File: config.mk
export PLATFORM = sky130hd
export DESIGN_NAME = node_ram_arbiter
export DESIGN_NICKNAME = d
export VERILOG_FILES = /design/src/rtl/node_ram_arbiter_pkg.sv /design/src/rtl/node_ram_arbiter_rr_arb2.sv /design/src/rtl/node_ram_arbiter.sv
export SDC_FILE = /design/constraint.sdc
export NUM_CORES = 1
export LEC_CHECK = 0
export ABC_AREA = 1
export BUFFER_PORTS_ARGS = -buffer_cell sky130_fd_sc_hd__clkbuf_2
export CORE_ASPECT_RATIO = 0.8
export CORE_MARGIN = 8
export CORE_UTILIZATION = 40
export DETAILED_ROUTE_END_ITERATION = 12
export PLACE_DENSITY = 0.76
export SLEW_MARGIN = 20
export SYNTH_ARGS = -nofsm -noshare
export SYNTH_HDL_FRONTEND = slang
export SYNTH_SLANG_ARGS = --single-unit
File: constraint.sdc
create_clock -name clk_i -period 1.4 [get_ports clk_i]
set_input_delay 0 -clock clk_i [delete_from_list [all_inputs] [get_ports clk_i]]
set_output_delay 0 -clock clk_i [all_outputs]
set_load 0.01 [all_outputs]
File: src/rtl/node_ram_arbiter_pkg.sv
// node_ram_arbiter_pkg: shared types and sizing for the node RAM arbiters.
package node_ram_arbiter_pkg;
  localparam int NODE_RAM_AW = 17;
  localparam int NODE_RAM_SEL = 23;
  typedef enum logic [1:0] {
    ST_IDLE  = 2'd0,
    ST_WACK  = 2'd1,
    ST_RWAIT = 2'd2,
    ST_RACK  = 2'd3
  } arb_state_t;
endpackage

File: src/rtl/node_ram_arbiter_rr_arb2.sv
// rr_arb2: two-way round-robin arbiter with combinational grant.
module rr_arb2 (
  input  logic       clk,
  input  logic       rst_n,
  input  logic [1:0] req,
  output logic [1:0] gnt
);
  logic last;
  assign gnt[0] = req[0] & (~req[1] | last);
  assign gnt[1] = req[1] & (~req[0] | ~last);
  // Pointer resets to 1 so requester 0 wins the first tie.
  always_ff @(posedge clk or negedge rst_n)
    if (!rst_n) last <= 1'b1;
    else if (|gnt) last <= gnt[1];
endmodule

File: src/rtl/node_ram_arbiter.sv
// node_ram_arbiter: shares one node RAM port between the NIC and CPU Wishbone masters.
module node_ram_arbiter
  import node_ram_arbiter_pkg::*;
#(
  parameter int RD_LAT  = 3,
  parameter int AW      = NODE_RAM_AW,
  parameter int SEL_BIT = NODE_RAM_SEL
) (
  input  logic          clk_i,
  input  logic          rst_ni,
  input  logic          m0_cyc_i,
  input  logic          m0_stb_i,
  input  logic          m0_we_i,
  input  logic [23:0]   m0_adr_i,
  input  logic [7:0]    m0_dat_i,
  output logic          m0_ack_o,
  output logic [7:0]    m0_dat_o,
  input  logic          m1_cyc_i,
  input  logic          m1_stb_i,
  input  logic          m1_we_i,
  input  logic [23:0]   m1_adr_i,
  input  logic [7:0]    m1_dat_i,
  output logic          m1_ack_o,
  output logic [7:0]    m1_dat_o,
  output logic          ram_en_o,
  output logic          ram_we_o,
  output logic [AW-1:0] ram_adr_o,
  output logic [7:0]    ram_dat_o,
  input  logic [7:0]    ram_dat_i,
  output logic [1:0]    gnt_o
);
  arb_state_t state;
  logic [2:0] cnt;
  logic       sel, ack, abort, cyc, drop, we_g;
  logic [7:0] rd;
  logic [1:0] req, gnt;
  logic       unused;
  assign req = (state == ST_IDLE) ?
    {m1_cyc_i & m1_stb_i & ~m1_adr_i[SEL_BIT], m0_cyc_i & m0_stb_i & m0_adr_i[SEL_BIT]} : 2'b00;
  assign we_g = gnt[1] ? m1_we_i : m0_we_i;
  assign cyc = sel ? m1_cyc_i : m0_cyc_i;
  assign drop = abort | ~cyc;
  assign m0_ack_o = ack & ~sel;
  assign m1_ack_o = ack & sel;
  assign m0_dat_o = m0_ack_o ? rd : 8'h00;
  assign m1_dat_o = m1_ack_o ? rd : 8'h00;
  assign ram_en_o = rst_ni;
  assign unused = ^{m0_adr_i[23:AW], m1_adr_i[23:AW]};
  rr_arb2 u_arb (.clk(clk_i), .rst_n(rst_ni), .req(req), .gnt(gnt));
  always_ff @(posedge clk_i or negedge rst_ni) begin
    if (!rst_ni) begin
      state     <= ST_IDLE;
      cnt       <= '0;
      sel       <= 1'b0;
      ack       <= 1'b0;
      abort     <= 1'b0;
      rd        <= 8'h00;
      gnt_o     <= 2'b00;
      ram_we_o  <= 1'b0;
      ram_adr_o <= '0;
      ram_dat_o <= 8'h00;
    end else begin
      ram_we_o <= 1'b0;
      case (state)
        ST_IDLE: if (|gnt) begin
          sel       <= gnt[1];
          gnt_o     <= gnt;
          ram_adr_o <= gnt[1] ? m1_adr_i[AW-1:0] : m0_adr_i[AW-1:0];
          ram_dat_o <= gnt[1] ? m1_dat_i : m0_dat_i;
          ram_we_o  <= we_g;
          state     <= we_g ? ST_WACK : ST_RWAIT;
          cnt       <= 3'(RD_LAT - 1);
          abort     <= 1'b0;
        end
        ST_WACK: if (!cyc) begin
          ack   <= 1'b0;
          gnt_o <= 2'b00;
          state <= ST_IDLE;
        end else ack <= 1'b1;
        // A master that gave up mid-read still waits out the RAM latency, unacked.
        ST_RWAIT: if (cnt == 3'd0) begin
          state <= drop ? ST_IDLE : ST_RACK;
          ack   <= ~drop;
          rd    <= drop ? 8'h00 : ram_dat_i;
          if (drop) gnt_o <= 2'b00;
        end else begin
          cnt   <= cnt - 3'd1;
          abort <= drop;
        end
        ST_RACK: if (!cyc) begin
          ack   <= 1'b0;
          rd    <= 8'h00;
          gnt_o <= 2'b00;
          state <= ST_IDLE;
        end
        default: state <= ST_IDLE;
      endcase
    end
  end
endmodule

# Yosys cells after proc, flatten, opt, wreduce, memory -nomap -nowiden
# Cells that the tools add are included.
# totals
regBits	45
input_bits	80
output_inout_bits	47
elab_cells	85
# op_classes
addsub	1
eq_ne	9
muxes	33
n_bitwise	18
reduce_logical	13
# op_table
cell	n
8-bit 2-to-1 mux	6
2-bit 2-to-1 mux	9
17-bit 2-to-1 mux	1
8-bit case mux with 2 select lines	1
2-bit case mux with 3 select lines	2
3-bit AND reduction	4
2-bit inequality test, second input constant	5
1-bit 2-to-1 mux	9
1-bit bitwise AND	8
1-bit NOT	7
3-bit 2-to-1 mux	2
3-bit case mux with 2 select lines	1
2-bit equality test, second input constant	2
4-bit AND reduction	1
2-bit nonzero test	2
2-bit OR reduction	2
3-bit zero test	1
1-bit OR	3
1-bit case mux with 3 select lines	1
3-bit nonzero test	1
3-bit by 1-bit subtractor with 3-bit output, second input constant	1
2-bit by 1-bit equality test with 1-bit output, second input constant	1
2-bit zero test	1
2-bit by 1-bit inequality test with 1-bit output, second input constant	1
2 further kinds	2

# Longest topological paths before layout
# depth
depth_word	10
depth_mapped	8
ltp_nobuf	8

# Modules after synthesis
# Synthesis repeated with hierarchy kept, for this count alone.
# unflattened
hier_cells	319
area_unflattened_um2	2323.5
# modules_own_cells
mod	instances	cells_each	area_per_inst_um2	seq_area_each_um2
node_ram_arbiter	1	308	2258.4	1101.1
rr_arb2	1	11	65.1	26.3

# Least setup slack after synthesis
# Ideal clock, no wire load.
# synth_path
path_type	register to register
start	register state[1]
end	register ram_adr_o[6]
setup_ps	124
arrival_ps	1267
t_required_ps	1276
path_slack_ps	8
stages_incl_launch_ff	8
path_buffers	1
period_less_slack_ps	1392
path_cell_list	dfrtp_1 > nor2_4 > nand3_2 > nand2_2 > inv_2 > buf_2 > nand3_1 > nand3_1
# synth_between
elab_chain_cells	7
# synth_lines
element	line_no	rtl
start: declaration	node_ram_arbiter.sv:32	arb_state_t state;
start signal: assignment	node_ram_arbiter.sv:71	state <= we_g ? ST_WACK : ST_RWAIT;
start signal: assignment	node_ram_arbiter.sv:82	state <= drop ? ST_IDLE : ST_RACK;
2-bit zero test (*)	node_ram_arbiter.sv:38, node_ram_arbiter.sv:64	
2-bit 2-to-1 mux	node_ram_arbiter.sv:38	assign req = (state == ST_IDLE) ?
1-bit NOT, on equally long branches	node_ram_arbiter_rr_arb2.sv:9, node_ram_arbiter_rr_arb2.sv:10	
1-bit OR, on equally long branches	node_ram_arbiter_rr_arb2.sv:9, node_ram_arbiter_rr_arb2.sv:10	
1-bit bitwise AND, on equally long branches	node_ram_arbiter_rr_arb2.sv:9, node_ram_arbiter_rr_arb2.sv:10	
2-bit OR reduction	node_ram_arbiter.sv:65	ST_IDLE: if (|gnt) begin
2-bit AND reduction (no line)	--	
end signal: assignment	node_ram_arbiter.sv:68	ram_adr_o <= gnt[1] ? m1_adr_i[AW-1:0] : m0_adr_i[AW-1:0];
end: declaration	node_ram_arbiter.sv:27	output logic [AW-1:0] ram_adr_o,
# Every way passes the cells marked *; elsewhere a longest branch is shown, timed or not.
# A chain may end at the register's enable or synchronous reset.

# Worst setup path after layout
# layout_path
start	register state[0]
end	register ram_adr_o[2]
# The elaborated chain is that of the path after synthesis.

==> results.txt <==
The detailed placer's ending HPWL is 5.412 mm. The ratio of routed vias to standard cells came out at 4.934. The repair_antennas step left the layout with diodes totalling 0. The distinct cell type count of the synthesized netlist came out at 22. The library cell used most frequently in the layout, excluding fill and tap cells, is clkbuf_2. The minimum clock period after layout is 1.467 ns. STA classifies the critical path startpoint as a flop.

Across all layers, the routed design uses 2768 vias. The global-route wire length before repair came out at 13.67 mm. The power per unit of standard cell area is 1591 nW/um^2. The flip-flop and latch count after synthesis came out at 45. The max-slew violation count is 0.

The number of nets in the layout came out at 564. Prior to clock tree synthesis, the placed netlist has a worst setup slack of -0.02409 ns. The area of the mapped netlist came out at 2280 um^2.

The first-iteration detailed-routing DRC count came out at 157. In this run the horizontal extent of the chip is 100.4 um. The pin count of the biggest net entering global routing came out at 32. The portion of the clock cycle consumed by the worst path in the final layout is 104.8%. The top-level port count is 127.

The via count of the first global-routing pass came out at 2751. The root buffer cell chosen for the clock tree is clkbuf_8. The die area is 8386 um^2. The placed instances occupy a cell area of 3042 um^2. The pin slew with the least headroom to its limit is 0.3992 ns.

The library cell with the largest summed area after synthesis is dfrtp_1. The count of buffers from port buffering came out at 114. In this run the core area contains 24 standard-cell rows. For the final database, setup skew stands at 0.006288 ns. The top cell types in the final layout, fill and taps aside, are clkbuf_2, nand2_1, nand3_1. The count of endpoints failing hold in the final timing report is 0. In the post-route analysis, the smallest setup slack over all paths is -0.06705 ns.

Derived from the worst setup path, the maximum achievable clock frequency is 681.6 MHz. The clock transition at the register clock pins on the worst setup and hold paths after CTS came out at 0.08 ns. For this run, the register share of the synthesized area comes to 49.45%.

The multi-input combinational cells in the finished layout cover a total of 1097 um^2. Summing all non-filler instances in the final layout gives an area of 3915 um^2. The total clock buffers created by CTS came out at 5. The overall power after layout came out at 6.228 mW.

The Yosys step of the flow raised 0 warnings. Setup repair after global routing could not meet its margin everywhere. The tightest slew margin relative to the limit is 73.39%. For the worst-skew pair, the clock arrives at the later sink with an insertion delay of 0.29 ns. The maximum vdd drop is 0.7973 mV. The initial antenna violation count came to 0. The remaining number of nets flagged by the antenna check after routing came out at 0.

The fill cell total of the finished layout came out at 435. The mean routed wirelength per cell is 15.56 um. The pre-antenna-repair detailed-routing pass consisted of 4 iterations. The data arrival time of the critical path is 1.63 ns. The reported leakage power came out at 2.019 nW.

The count of mapped cells out of synthesis came out at 291. The area growth from synthesis to layout is 71.73%. Routability-driven placement finished with a final weighted congestion of 0.8181. The checks that failed: setup timing.

The peak fanout along the critical path came out at 15. The average size of a mapped cell came out at 7.834 um^2. The leftover overflow at the end of global routing came out at 0. Across every metal layer, demand over resource in global routing totals 20.04%. The die is 83.52 um tall.

The number of buffers on the longest clock path is 2. The total of endpoints with negative setup slack in the final report is 11. In this run the biggest area consumer among cell types represents 48.30% of the synthesized area.

The sort of element at the end of the critical path is a flop. The critical path in this run is classified as flop to flop. After detailed routing, the total wire length is 8.730 mm. The run finished, with violations left. The core region is 5465 um^2. CTS saw 45 sinks. The layout cell share with drive strength beyond 1 came out at 37.06%. The initial utilization of the core area, before any placement, comes to 41.71%.

The min-delay analysis places its worst path in the category primary input to flop. TritonCTS built the clock tree. The residual DRC count is 0.

The H-tree depth came out at 2. By area the synthesized netlist is led by dfrtp_1, nand3_1, nand2_1. Across the run, the number of max-cap violations was 0. The combined flip-flop and latch cell area is 1127 um^2.

The total nets after synthesis came out at 373. The data required time of the worst path is 1.57 ns.
## path summary, 6_finish.rpt
path	from	to	slack, ns	depth (start not counted)
min reg2reg	rd[6]$_DFFE_PN0P_	rd[6]$_DFFE_PN0P_	0.49	2
min	m0_we_i	state[1]$_DFFE_PN0P_	0.04	4
max	state[0]$_DFFE_PN0P_	ram_adr_o[2]$_DFFE_PN0P_	-0.07	7
max reg2reg	state[0]$_DFFE_PN0P_	ram_adr_o[2]$_DFFE_PN0P_	-0.07	7
min in group asynchronous	rst_ni	rd[6]$_DFFE_PN0P_	0.24	3
max in group asynchronous	rst_ni	u_arb.last$_DFFE_PN1P_	0.74	3
## Yosys cell counts
cell	n
nand2_1	69
buf_2	8
nor2_4	1
buf_6	1
nor2_2	1
nor2_1	24
a31oi_1	1
dfstp_2	1
o21ai_0	15
ha_1	2
a21oi_1	4
dfrtp_1	44
nand3_1	78
inv_2	3
nand2_2	2
o21ai_1	3
buf_4	3
a21oi_4	1
a21oi_2	1
inv_1	25
a21boi_0	1
nand3_2	3
## state kept, by name (all words and copies together) (netlist names), 2 cells and up
| register | cells |
|---|---|
| ram_dat_o | 8 |
| rd | 8 |
| state | 2 |
| gnt_o | 2 |
| cnt | 3 |
| ram_adr_o | 17 |
## logic make-up after synthesis
group           Yosys count  synth area share (%)
fa+ha+maj                 2                 1.098
compound gates           26                 6.532
buf+inv                  40                 7.848
simple gates            178                 35.07
flops                    45                 49.45
## per-stage QoR
step | TNS (ns) | hold slack (ns) | util (%) | instances
6_report | -0.1554 | 0.04264 | 71.63 | 561
5_1_grt | -2.266 | 0.06056 | 71.63 | 561
4_1_cts | -0.005231 | 0.03676 | 69.12 | 559
3_5_place_dp | -0.1703 | 0.02975 | 55.65 | 490
3_3_place_gp | 0 | 0.02402 | 55.65 | 490
2_1_floorplan | 0 | -0.2956 | - | 291
## critical path, cell delays in order, from the launching register on
cell       delay (ns)
dfrtp_1          0.45
nor2_4           0.21
nand3_2          0.14
nand2_4          0.13
inv_4            0.05
clkbuf_16        0.17
nand3_1          0.09
nand3_1          0.10
## metal layers
layer | routed length, um | up-vias | track usage (%)
met4 | 201 | 0 | 6.712
met3 | 973 | 22 | 7.750
li1 | - | 1335 | -
met5 | 0 | - | 0
met1 | 3459 | 1246 | 23.94
met2 | 4097 | 165 | 32.04
## repair_timing
action,CTS,global route
buffers inserted,2,1
gates resized for setup,8,30
pin swaps,2,6
hold buffers,59,0
hold endpoints to repair,77,0
setup endpoints to repair,28,55
gates cloned,0,1
## power by group
group | switching [mW] | total, mW | internal (mW)
Clock | 0.414 | 0.817 | 0.403
Sequential | 0.373 | 2.22 | 1.85
Combinational | 1.80 | 3.19 | 1.39
Total | 2.58 | 6.23 | 3.65
## final cells by class
cell class	instances	area share [%]
Timing Repair Buffer	196	35.63
Sequential cell	45	28.80
Multi-Input combinational cell	206	28.03
Inverter	28	2.748
Tap cell	78	2.493
Clock buffer	8	2.301
Note: power is estimated with default switching activity, not from simulation.
